### config.mk
export PLATFORM = sky130hd
export DESIGN_NAME = mux_deser_flat
export DESIGN_NICKNAME = d
export VERILOG_FILES = /design/src/rtl/mux_deser_pkg.sv /design/src/rtl/mux_deser_if.sv /design/src/rtl/mux_deser_slot_bank.sv /design/src/rtl/mux_deser.sv /design/src/flat_wrapper.sv
export SDC_FILE = /design/constraint.sdc
export NUM_CORES = 1
export LEC_CHECK = 0
export ABC_AREA = 1
export CORE_UTILIZATION = 50
export DETAILED_ROUTE_END_ITERATION = 7
export PLACE_DENSITY_LB_ADDON = 0.12
export SLEW_MARGIN = 15
export SYNTH_ARGS = -nofsm -noshare
export SYNTH_HDL_FRONTEND = slang
export SYNTH_SLANG_ARGS = --single-unit
### constraint.sdc
create_clock -name clk -period 2.9 [get_ports clk]
set_input_delay 0.435 -clock clk [delete_from_list [all_inputs] [get_ports clk]]
set_output_delay 0.435 -clock clk [all_outputs]
set_load 0.01 [all_outputs]
### src/rtl/mux_deser_pkg.sv
// ----------------------------------------------------------------------------
// mux_deser_pkg
// Shared constants, the FSM state type and a slot-mask helper for the 1:31
// demultiplexing deserializer. mux_deser_if, mux_deser_slot_bank and
// mux_deser all import this package.
// ----------------------------------------------------------------------------
package mux_deser_pkg;

    localparam int NUM_SLOTS = 31;
    localparam int DW        = 2;
    localparam int SELW      = 5;

    // Select code 31 has no slot behind it and is reported as an error.
    localparam logic [SELW-1:0] SEL_INVALID = 5'd31;

    localparam logic [NUM_SLOTS-1:0] SLOT_ALL_VALID = {NUM_SLOTS{1'b1}};

    typedef enum logic [0:0] {
        FILL = 1'b0,
        HOLD = 1'b1
    } state_e;

    // Returns a one-hot mask for a slot index. Index 31 shifts the single set
    // bit out of the vector, so the invalid code yields an all-zero mask.
    function automatic logic [NUM_SLOTS-1:0] slotMask(input logic [SELW-1:0] idx);
        logic [NUM_SLOTS-1:0] one;
        one = NUM_SLOTS'(1);
        return one << idx;
    endfunction

endpackage

### src/rtl/mux_deser_if.sv
// ----------------------------------------------------------------------------
// mux_deser_if
// Groups the symbol handshake, the frame output and the frame acknowledge of
// the deserializer into one bundle.
//   master : upstream producer and downstream consumer (drives in_*, frame_ack)
//   slave  : the deserializer itself (drives in_ready, out_flat, slot_valid,
//            frame_valid, err_sel)
// ----------------------------------------------------------------------------
interface mux_deser_if;

    logic                                                    in_valid;
    logic                                                    in_ready;
    logic [mux_deser_pkg::DW-1:0]                            in_data;
    logic [mux_deser_pkg::SELW-1:0]                          in_sel;
    logic                                                    addr_mode;
    logic [mux_deser_pkg::NUM_SLOTS*mux_deser_pkg::DW-1:0]   out_flat;
    logic [mux_deser_pkg::NUM_SLOTS-1:0]                     slot_valid;
    logic                                                    frame_valid;
    logic                                                    frame_ack;
    logic                                                    err_sel;

    modport master (
        output in_valid, in_data, in_sel, addr_mode, frame_ack,
        input  in_ready, out_flat, slot_valid, frame_valid, err_sel
    );

    modport slave (
        input  in_valid, in_data, in_sel, addr_mode, frame_ack,
        output in_ready, out_flat, slot_valid, frame_valid, err_sel
    );

endinterface

### src/rtl/mux_deser_slot_bank.sv
// ----------------------------------------------------------------------------
// mux_deser_slot_bank
// The 31 two-bit slot registers plus the per-slot "written this frame" flags.
// Ports:
//   clk, rst      : clock and synchronous active-high reset
//   wr_en_i       : write wr_data_i into slot wr_idx_i at the next edge
//   wr_idx_i      : target slot, 0..30 (the caller never enables a write to 31)
//   wr_data_i     : symbol to store
//   clr_valid_i   : clear every slot_valid flag; slot data is left untouched
//   out_flat_o    : slot i on bits [2i+1:2i]
//   slot_valid_o  : bit i set once slot i has been written this frame
// ----------------------------------------------------------------------------
module mux_deser_slot_bank
    import mux_deser_pkg::*;
(
    input  logic                      clk,
    input  logic                      rst,
    input  logic                      wr_en_i,
    input  logic [SELW-1:0]           wr_idx_i,
    input  logic [DW-1:0]             wr_data_i,
    input  logic                      clr_valid_i,
    output logic [NUM_SLOTS*DW-1:0]   out_flat_o,
    output logic [NUM_SLOTS-1:0]      slot_valid_o
);

    logic [NUM_SLOTS*DW-1:0] slots_q, slots_d;
    logic [NUM_SLOTS-1:0]    valid_q, valid_d;

    // Next-state for the bank. A clear starts a new frame but keeps the old
    // data visible until each slot is overwritten. Clear and write never
    // coincide because clears only happen while the FSM holds a frame.
    always_comb begin
        slots_d = slots_q;
        valid_d = valid_q;
        if (clr_valid_i) begin
            valid_d = '0;
        end
        if (wr_en_i) begin
            for (int i = 0; i < NUM_SLOTS; i++) begin
                if (wr_idx_i == SELW'(i)) begin
                    slots_d[i*DW +: DW] = wr_data_i;
                end
            end
            valid_d = valid_d | slotMask(wr_idx_i);
        end
    end

    // Slot storage and the valid flags, both cleared by reset.
    always_ff @(posedge clk) begin
        if (rst) begin
            slots_q <= '0;
            valid_q <= '0;
        end else begin
            slots_q <= slots_d;
            valid_q <= valid_d;
        end
    end

    assign out_flat_o   = slots_q;
    assign slot_valid_o = valid_q;

endmodule

### src/rtl/mux_deser.sv
// ----------------------------------------------------------------------------
// mux_deser
// Registered 1:31 demultiplexing deserializer. Each accepted 2-bit symbol is
// steered into a slot chosen either by in_sel (addressed mode) or by an
// internal wrapping pointer (auto mode). Once all 31 slots are fresh the
// frame is presented on frame_valid and held until frame_ack.
// Ports:
//   clk, rst : clock and synchronous active-high reset
//   bus      : mux_deser_if.slave - symbol handshake (in_valid/in_ready,
//              in_data, in_sel, addr_mode), frame output (out_flat,
//              slot_valid, frame_valid), frame_ack and the err_sel pulse
// ----------------------------------------------------------------------------
module mux_deser
    import mux_deser_pkg::*;
(
    input  logic        clk,
    input  logic        rst,
    mux_deser_if.slave  bus
);

    state_e              state_q;
    logic [SELW-1:0]     wr_ptr_q;
    logic                frame_valid_q;
    logic                err_sel_q;

    logic                accept;
    logic                selInvalid;
    logic                wrEn;
    logic [SELW-1:0]     wrIdx;
    logic                frameDone;
    logic                clearValid;
    logic [NUM_SLOTS-1:0] slotValid;

    // Ready is purely a state decode, forced low during reset so nothing is
    // taken while the block is being cleared.
    assign bus.in_ready = (state_q == FILL) && !rst;
    assign accept       = bus.in_valid && bus.in_ready;

    // Select resolution. frameDone looks ahead at the valid vector as it will
    // be after this write, so the FSM enters HOLD on the very edge that fills
    // the last slot.
    always_comb begin
        wrIdx      = bus.addr_mode ? bus.in_sel : wr_ptr_q;
        selInvalid = bus.addr_mode && (bus.in_sel == SEL_INVALID);
        wrEn       = accept && !selInvalid;
        frameDone  = wrEn && ((slotValid | slotMask(wrIdx)) == SLOT_ALL_VALID);
        clearValid = (state_q == HOLD) && bus.frame_ack;
    end

    // Control FSM with registered frame_valid and err_sel. The pointer only
    // moves on accepted auto-mode beats and restarts at slot 0 for each frame.
    always_ff @(posedge clk) begin
        if (rst) begin
            state_q       <= FILL;
            wr_ptr_q      <= '0;
            frame_valid_q <= 1'b0;
            err_sel_q     <= 1'b0;
        end else begin
            err_sel_q <= accept && selInvalid;
            case (state_q)
                FILL: begin
                    if (accept && !bus.addr_mode) begin
                        wr_ptr_q <= (wr_ptr_q == SELW'(NUM_SLOTS - 1)) ? '0 : wr_ptr_q + 1'b1;
                    end
                    if (frameDone) begin
                        state_q       <= HOLD;
                        frame_valid_q <= 1'b1;
                    end
                end
                HOLD: begin
                    if (bus.frame_ack) begin
                        state_q       <= FILL;
                        frame_valid_q <= 1'b0;
                        wr_ptr_q      <= '0;
                    end
                end
                default: begin
                    state_q <= FILL;
                end
            endcase
        end
    end

    mux_deser_slot_bank u_bank (
        .clk          (clk),
        .rst          (rst),
        .wr_en_i      (wrEn),
        .wr_idx_i     (wrIdx),
        .wr_data_i    (bus.in_data),
        .clr_valid_i  (clearValid),
        .out_flat_o   (bus.out_flat),
        .slot_valid_o (slotValid)
    );

    assign bus.slot_valid  = slotValid;
    assign bus.frame_valid = frame_valid_q;
    assign bus.err_sel     = err_sel_q;

endmodule

### src/flat_wrapper.sv
// flat-port wrapper written by rule: the top's interface ports become plain ports
module mux_deser_flat import mux_deser_pkg::*;
  (clk, rst, bus_in_valid, bus_in_data, bus_in_sel, bus_addr_mode, bus_frame_ack, bus_in_ready, bus_out_flat, bus_slot_valid, bus_frame_valid, bus_err_sel);
  mux_deser_if bus_i ();
  input  logic clk;
  input  logic rst;
  input wire logic [$bits(bus_i.in_valid)-1:0] bus_in_valid;
  input wire logic [$bits(bus_i.in_data)-1:0] bus_in_data;
  input wire logic [$bits(bus_i.in_sel)-1:0] bus_in_sel;
  input wire logic [$bits(bus_i.addr_mode)-1:0] bus_addr_mode;
  input wire logic [$bits(bus_i.frame_ack)-1:0] bus_frame_ack;
  output wire logic [$bits(bus_i.in_ready)-1:0] bus_in_ready;
  output wire logic [$bits(bus_i.out_flat)-1:0] bus_out_flat;
  output wire logic [$bits(bus_i.slot_valid)-1:0] bus_slot_valid;
  output wire logic [$bits(bus_i.frame_valid)-1:0] bus_frame_valid;
  output wire logic [$bits(bus_i.err_sel)-1:0] bus_err_sel;
  assign bus_i.in_valid = bus_in_valid;
  assign bus_i.in_data = bus_in_data;
  assign bus_i.in_sel = bus_in_sel;
  assign bus_i.addr_mode = bus_addr_mode;
  assign bus_i.frame_ack = bus_frame_ack;
  assign bus_in_ready = bus_i.in_ready;
  assign bus_out_flat = bus_i.out_flat;
  assign bus_slot_valid = bus_i.slot_valid;
  assign bus_frame_valid = bus_i.frame_valid;
  assign bus_err_sel = bus_i.err_sel;
  mux_deser u_core (.clk(clk), .rst(rst), .bus(bus_i));
endmodule
# Yosys cells after proc, flatten, opt, wreduce, memory -nomap -nowiden
# Cells that the tools add are included.
# op_classes
n_addsub,1
eq_ne,36
shift,1
muxes,13
bitwise,3
n_reduce_logical,45
# ops
op,count
$eq 5x5->1 const B,17
$reduce_and 2->1,33
$mux 31,2
$or 31x31->31,2
$eq 5x4->1 const B,8
$eq 31x31->1 const B,1
$shl 1x5->31 const A,1
$eq 5x3->1 const B,4
$mux 5,4
$eq 5x2->1 const B,2
$pmux 5 s2,1
$logic_and 1x1->1,8
$add 5x1->5 const B,1
$eq 5x1->1 const B,1
$logic_not 5->1,1
$mux 1,4
$ne 2x2->1 const B,2
$pmux 1 s2,2
$logic_not 1->1,3
$ne 2x1->1 const B,1
$not 1->1,1
# word_totals
ff_bits,101
out_inout_bits,96
wordCells,135

# Longest topological paths before layout
# Gate-level depths: netlist of run 1.
# depth
word_depth,7
mapped_depth,14
depth_no_buf,13

# Modules after synthesis
# From an unflattened synthesis of run 1, not the netlist that was laid out.
# hier_totals
hier_cells,763
hier_area_um2,4914.7
# by_module_without_submodules
module,n_inst,cells_per_inst,area_per_inst_um2
mux_deser_slot_bank,1,547,3711.1
mux_deser,1,216,1203.7

# Least setup slack after synthesis of run 1
# No wires, ideal clock.
# synth_timing
path_type,input to register
start,in rst
end,"reg u_core.u_bank.slots_q[34], in the netlist u_core.u_bank.out_flat_o[34]"
t_arrival_ns,1.598
required_time_ns,2.784
slack_ns,1.186
cell_stages,10
path_cell_list,buf_2 > nor2_4 > nand2_1 > a21oi_2 > inv_2 > buf_2 > nor2_1 > inv_1 > nor2_1 > nor2_1
# synth_via
elab_chain_cells,5
# synth_rtl
element,line_no,rtl
start: declaration,flat_wrapper.sv:6,input logic rst;
$logic_not 1->1,mux_deser.sv:36,assign bus.in_ready = (state_q == FILL) && !rst;
$logic_and 1x1->1,mux_deser.sv:36,
net bus_in_ready,flat_wrapper.sv:12,output wire logic [$bits(bus_i.in_ready)-1:0] bus_in_ready;
$logic_and 1x1->1,mux_deser.sv:37,assign accept = bus.in_valid && bus.in_ready;
$logic_and 1x1->1,mux_deser.sv:45,wrEn = accept && !selInvalid;
$reduce_and 2->1 (no line),n/a,
end signal: assignment,mux_deser_slot_bank.sv:54,slots_q <= slots_d;
end: declaration,mux_deser_slot_bank.sv:26,"logic [NUM_SLOTS*DW-1:0] slots_q, slots_d;"
# The timed path passes the listed nets, and every way through them passes these cells.
# A chain may end at the register's enable or synchronous reset.

# Final worst setup path of run 1
# layout_timing
start,in bus_addr_mode
end,"reg u_core.frame_valid_q, in the netlist u_core.bus.frame_valid"
# layout_via
elab_chain_cells,7
word_cells_on_any_way,10
classes_between,eq/ne: 2; shift: 1; mux: 1; bitwise: 1; reduce/logical: 5
# layout_rtl
element,line_no,rtl
start: declaration,flat_wrapper.sv:10,input wire logic [$bits(bus_i.addr_mode)-1:0] bus_addr_mode;
$mux 5,mux_deser.sv:43,wrIdx = bus.addr_mode ? bus.in_sel : wr_ptr_q;
$shl 1x5->31,mux_deser_pkg.sv:28,return one << idx;
$or 31x31->31,mux_deser.sv:46,frameDone = wrEn && ((slotValid | slotMask(wrIdx)) == SLOT_ALL_VALID);
$eq 31x31->1,mux_deser.sv:46,
$logic_and 1x1->1 *,mux_deser.sv:46,
$ne 2x1->1 (no line) *,n/a,
$reduce_and 2->1 (no line) *,n/a,
end signal: assignment,mux_deser.sv:56,frame_valid_q <= 1'b0;
end signal: assignment,mux_deser.sv:67,frame_valid_q <= 1'b1;
end signal: assignment,mux_deser.sv:73,frame_valid_q <= 1'b0;
end: declaration,mux_deser.sv:23,logic frame_valid_q;
# Every way passes the cells marked *; elsewhere a longest branch is shown, timed or not.

==> impl_metrics.toml, run 1 <==
[final_layout]
area_growth_syn_to_layout_pct = 30.4
antennaDiodeCount = 0
finalNetCount = 756
layout-drive-gt1-share_pct = 6.04
layout.cells.non_filler = 850
fin_area_um2 = 5720
seq_area_um2 = 2020
multi_input_area_um2 = 1900
final.fill_count = 749

[critical_path]
critPathBufInv = 3
regToRegSetupSlack_ns = 1.01
r2r-start = "u_core.state_q"
path_depth = 13
path_delay_family = "buffers and inverters"
cp_slowest_stage_delay_ns = 0.61
crit_required_ns = 3.20
crit_arrival_ns = 2.50
cp_slowest_cell = "clkdlybuf4s50_1"
reg2regPathDepth = 6
crit_end = "u_core.bus.frame_valid"
worstPathMaxFanout = 18
critPathCaptureType = "register"
cp_cell_sequence = "clkdlybuf4s50_1 > inv_6 > nand2_1 > nand2_1 > buf_4 > nand3_1 > nand2_1 > nand2_1 > nor2_1 > nand2_1 > nor2_1 > nand2_1 > a21oi_1"
r2r-end = "u_core.wr_ptr_q[4]"
cpMostUsedCell = "nand2_1"
crit_start = "bus_addr_mode"
worstSetupStartpointType = "primary input"
worstSetupPathType = "primary input to register"

[global_routing]
overflow = 0
grtUsageTotal_pct = 26.8
antenna_found_initial = 0
grt_pass1_vias = 3938
grt_pass1_wl_um = 18900
grt_max_degree = 64

[power]
ir_worst_vdd_mv = 0.302
power_mw = 2.49
p_per_area_nw_per_um2 = 435
p_leak_nw = 2.23

[cts]
cts_tree = "built"
postCtsHoldBufs = 0
cts_num_sinks = 101
clk_latency_ns = 0.37
path_clk_slew_ns = 0.08
postCtsSetupBuffers = 0
htreeDepth = 3
cts_buffers = 9
clock_path_buffers = 2
postCtsResizedCells = 0
cts_root_buffer = "clkbuf_8"

[floorplanning]
die_h_um = 95.6
core_area_um2 = 8340
dieArea_um2 = 9150
pin_count = 108
rows = 33
start_util_pct = 52.6
die_x_um = 95.6

[sta]
setup_violations = 0
maxSlewViolCount = 0
fin_skew_ns = 0.0137
fmax_mhz = 455
slew_headroom_pct = 30.7
fin_setup_tns_ns = 0
layout_min_cycle_time_ns = 2.20
hold_viol = 0
fin_ws_ns = 0.702
rsz0062_at_grt = "false"
fin_crit_sh_pct = 75.8
worstMarginPinSlew_ns = 1.04

[flow_run]
drv_cap = 0

[drt]
met2_length_um = 5480
drtAntennaViolNets = 0
drt-met1-wl_um = 5360
avgRoutedWirePerCell_um = 13.7
vias_per_cell = 5.08
drc = 0
first_iter_violations = 194
vias = 4319
detailroute.wirelength.met3_um = 665
maxUsedRoutingLayer = "met4"
drtPass1Iterations = 5
routed_wl_um = 11700

[synthesis]
netlist_area_um2 = 4380
ys_types = 26
yosysSeqAreaShare_pct = 46.1
ys_seq_elements = 101
synth_nets = 654
syn_avg_cell_area_um2 = 6.85
netlist_instances = 640
yosysWarnings = 0

[placement]
globalplace.congestion = 0.841
dp_hpwl_um = 8300
dp_cells = 836
port_buffers = 107
placed_area_um2 = 5530
dpl_worst_slack_ns = 0.345

[worst_hold_path]
hold_depth = 2
worstHoldPathType = "register to register"

[outcome]
status = "completed"
-- stage by stage --
stage	hold WS, ns	utilization [%]
after detailed placement	0.440	66.3
after global routing	0.466	68.5
final	0.448	68.5
after CTS	0.453	68.5
after floorplan	0.468	-
after global placement	0.433	66.3
-- worst register-to-register path: stages (launching register included) --
cell and delay, ns:
dfxtp_1 0.47, nand2_1 0.30, nand2_1 0.29, inv_1 0.10, o21ai_0 0.44, a21oi_1 0.08, o21a_1 0.12
-- cells in the mapped netlist --
cell	n	share of area, %
buf_2	3	0.34
buf_4	1	0.17
nor2_2	7	1.0
and3_1	1	0.14
buf_1	4	0.34
inv_6	1	0.20
a21oi_2	1	0.20
inv_1	87	7.4
dfxtp_1	101	46
a21oi_1	61	7.0
o21a_1	1	0.17
nor3_1	3	0.34
nand2_1	133	11
nand2_2	6	0.86
nand3_1	28	3.2
a41oi_1	1	0.20
nor2_1	110	9.4
inv_2	2	0.17
nor4_1	1	0.14
clkbuf_1	14	1.2
nor2_4	4	1.0
buf_6	3	0.77
a211oi_1	1	0.17
o21ai_0	63	7.2
ha_1	2	0.57
nand2_4	1	0.26
-- cells in the final DEF (no fill, tap or decap), types with 3 or more instances in the layout --
cell type        instances
a21oi_1                 61
buf_4                    9
clkbuf_8                 9
clkdlybuf4s50_1        107
dfxtp_1                101
inv_1                   87
nand2_1                133
nand2_2                  6
nand3_1                 28
nor2_1                 110
nor2_2                   7
nor2_4                   4
nor3_1                   3
o21ai_0                 63
-- cell families (layout without fill, tap and decap cells) --
logic type,count (synthesis),in the layout,share of synthesized area [%]
AND/OR/NAND/NOR,294,294,27.8
flip-flops,101,101,46.1
AO/OA/AOI/OAI,128,128,14.9
buffers and inverters,115,220,10.6
adder cells (fa/ha/maj),2,2,0.571
-- worst min-delay path by stage --
stage                                 start                            to  slack, ns
3_5_place_dp   u_core.u_bank.out_flat_o[58]  u_core.u_bank.out_flat_o[58]       0.44
2_1_floorplan  u_core.u_bank.out_flat_o[59]  u_core.u_bank.out_flat_o[59]       0.47
4_1_cts        u_core.u_bank.out_flat_o[61]  u_core.u_bank.out_flat_o[61]       0.45
6_report       u_core.u_bank.out_flat_o[60]  u_core.u_bank.out_flat_o[60]       0.45
5_1_grt        u_core.u_bank.out_flat_o[58]  u_core.u_bank.out_flat_o[58]       0.47
3_3_place_gp   u_core.u_bank.out_flat_o[58]  u_core.u_bank.out_flat_o[58]       0.43
-- area by class of cell --
class | instances | share of cell area, %
Sequential cell | 101 | 35.4
Multi-Input combinational cell | 424 | 33.2
Timing Repair Buffer | 116 | 19.9
Inverter | 90 | 6.00
Tap cell | 105 | 2.30
Clock buffer | 9 | 2.17
Clock inverter | 5 | 1.07
-- registers in the layout, summed over array words and instances, names as in the netlist --
name and flops:
u_core.bus.frame_valid 1, u_core.bus.err_sel 1, u_core.wr_ptr_q 5, u_core.u_bank.out_flat_o 62
u_core.state_q 1, u_core.u_bank.slot_valid_o 31
-- layer usage --
layer  vias up  GRT usage [%]
met5         -              0
met4         0           9.20
met3        14           3.75
met2       131           44.5
met1      1985           35.7
li1       2189              -
-- power breakdown --
part	total [mW]	leakage, nW	switching, mW	internal [mW]
Combinational	0.200	1.33	0.133	0.0679
Sequential	1.41	0.814	0.00878	1.40
Clock	0.882	0.0891	0.488	0.394
Total	2.49	2.23	0.629	1.86
Power figures use the tool's default switching activity.
==> run 2, diff against run 1 <==
--- a/config.mk
+++ b/config.mk
@@ -6,7 +6,7 @@
 export NUM_CORES = 1
 export LEC_CHECK = 0
 export ABC_AREA = 1
-export CORE_UTILIZATION = 50
+export CORE_UTILIZATION = 45
 export DETAILED_ROUTE_END_ITERATION = 7
 export PLACE_DENSITY_LB_ADDON = 0.12
 export SLEW_MARGIN = 15
==> constraint.sdc (replaced) <==
create_clock -name clk -period 2 [get_ports clk]
set_input_delay 0.3 -clock clk [delete_from_list [all_inputs] [get_ports clk]]
set_output_delay 0.3 -clock clk [all_outputs]
set_load 0.01 [all_outputs]
==> run 2 against run 1 <==
Non-clock buffer count grew 43. Sequential power rose by 45%. Via count grew 3.4%. Clock skew increased by 0.0014 ns. Register-to-register slack got worse by 0.78 ns. Combinational power increased by 81%. Die area up 11%. Core utilization decreased by 1.6 points. Worst setup slack worse by 0.53 ns.
==> impl_metrics.toml, run 2 (synthesis results as in run 1) <==
[outcome]
status = "completed"

[global_routing]
antenna_found_initial = 0
grt_pass1_vias = 4237
grtUsageTotal_pct = 25.1
grt_pass1_wl_um = 20000
overflow = 0
grt_max_degree = 64

[drt]
routed_wl_um = 12400
drt-met1-wl_um = 5720
detailroute.wirelength.met3_um = 582
maxUsedRoutingLayer = "met4"
drtAntennaViolNets = 0
first_iter_violations = 126
drc = 0
avgRoutedWirePerCell_um = 13.5
drtPass1Iterations = 4
met2_length_um = 6010
vias = 4466
vias_per_cell = 4.87

[final_layout]
finalNetCount = 799
final_common_cell = "nand2_1"
layout-drive-gt1-share_pct = 14.1
final_cell_mix = "nand2_1 (125), nor2_1 (107), clkdlybuf4s50_1 (106)"
antennaDiodeCount = 0
largest_reg_flops = 62
fin_area_um2 = 6240
area_growth_syn_to_layout_pct = 42.4

[sta]
rsz0062_at_grt = "false"
maxSlewViolCount = 0
layout_min_cycle_time_ns = 1.83
fin_setup_tns_ns = 0
hold_viol = 0
worstMarginPinSlew_ns = 0.602
slew_headroom_pct = 59.7
fmax_mhz = 546
fin_skew_ns = 0.0151
fin_crit_sh_pct = 91.5
setup_violations = 0
hold_ws_ns = 0.443
fin_ws_ns = 0.170

[critical_path]
crit_arrival_ns = 1.53
worstSetupPathType = "register to output pin"
worstPathMaxFanout = 4
critPathCaptureType = "output pin"
worstSetupStartpointType = "register"
crit_required_ns = 1.70

[floorplanning]
core_area_um2 = 9330
dieArea_um2 = 10100
die_h_um = 101
pin_count = 108
rows = 35
start_util_pct = 47.0
die_x_um = 101

[cts]
cts_tree = "built"
clock_path_buffers = 2
postCtsHoldBufs = 0
cts_root_buffer = "clkbuf_8"
clk_latency_ns = 0.37
path_clk_slew_ns = 0.10
cts_buffers = 9
cts_num_sinks = 101
htreeDepth = 3

[flow_run]
drv_cap = 0

[placement]
dpl_worst_slack_ns = -0.351
dp_hpwl_um = 8880
placed_area_um2 = 5900
globalplace.congestion = 0.848
port_buffers = 107

[power]
p_leak_nw = 2.47
ir_worst_vdd_mv = 0.403
p_per_area_nw_per_um2 = 610
power_mw = 3.81

[worst_hold_path]
worstHoldPathType = "primary input to register"
==> run 2: layout make-up <==
type / instances / area [um2]
Inverter: 90 / 343
Clock inverter: 5 / 86.3
Multi-Input combinational cell: 424 / 1990
Tap cell: 129 / 161
Fill cell: 863 / 3080
Sequential cell: 101 / 2020
Timing Repair Buffer: 159 / 1520
Clock buffer: 9 / 124
==> run 2: path summary, 6_finish.rpt <==
check | end | slack [ns] | startpoint | cells after the start
setup / recovery | bus_in_ready | 0.17 | u_core.state_q | 3
hold / removal | u_core.bus.err_sel | 0.44 | bus_addr_mode | 4
setup reg to reg | u_core.bus.frame_valid | 0.23 | u_core.wr_ptr_q[1] | 12
hold reg to reg | u_core.u_bank.out_flat_o[53] | 0.45 | u_core.u_bank.out_flat_o[53] | 2
==> run 2: stage by stage <==
stage,util [%],cells
finish,66.9,917
global route,66.9,917
CTS,65.5,914
detailed placement,63.2,900
global placement,63.2,900
floorplan,-,640
==> run 2: power by group <==
| part | total, mW | internal, mW | switching (mW) | leakage [nW] |
|---|---|---|---|---|
| combinational | 0.362 | 0.142 | 0.221 | 1.56 |
| sequential | 2.04 | 2.03 | 0.0122 | 0.814 |
| clock | 1.41 | 0.700 | 0.708 | 0.0993 |
==> run 2: critical path, stage by stage, from the launching register on <==
cell and delay (ns):
dfxtp_1 0.40, nor2_4 0.13, buf_4 0.12, clkdlybuf4s50_1 0.52
==> run 2: repair_timing <==
item,4_1_cts,5_1_grt
resized for setup,0,28
setup endpoints to repair,0,11
buffers inserted,0,2
==> run 2: routing by layer <==
layer	vias up	track usage, %
li1	2279	-
met1	2073	32.3
met2	107	43.3
met3	7	5.13
met4	0	5.80
met5	-	0
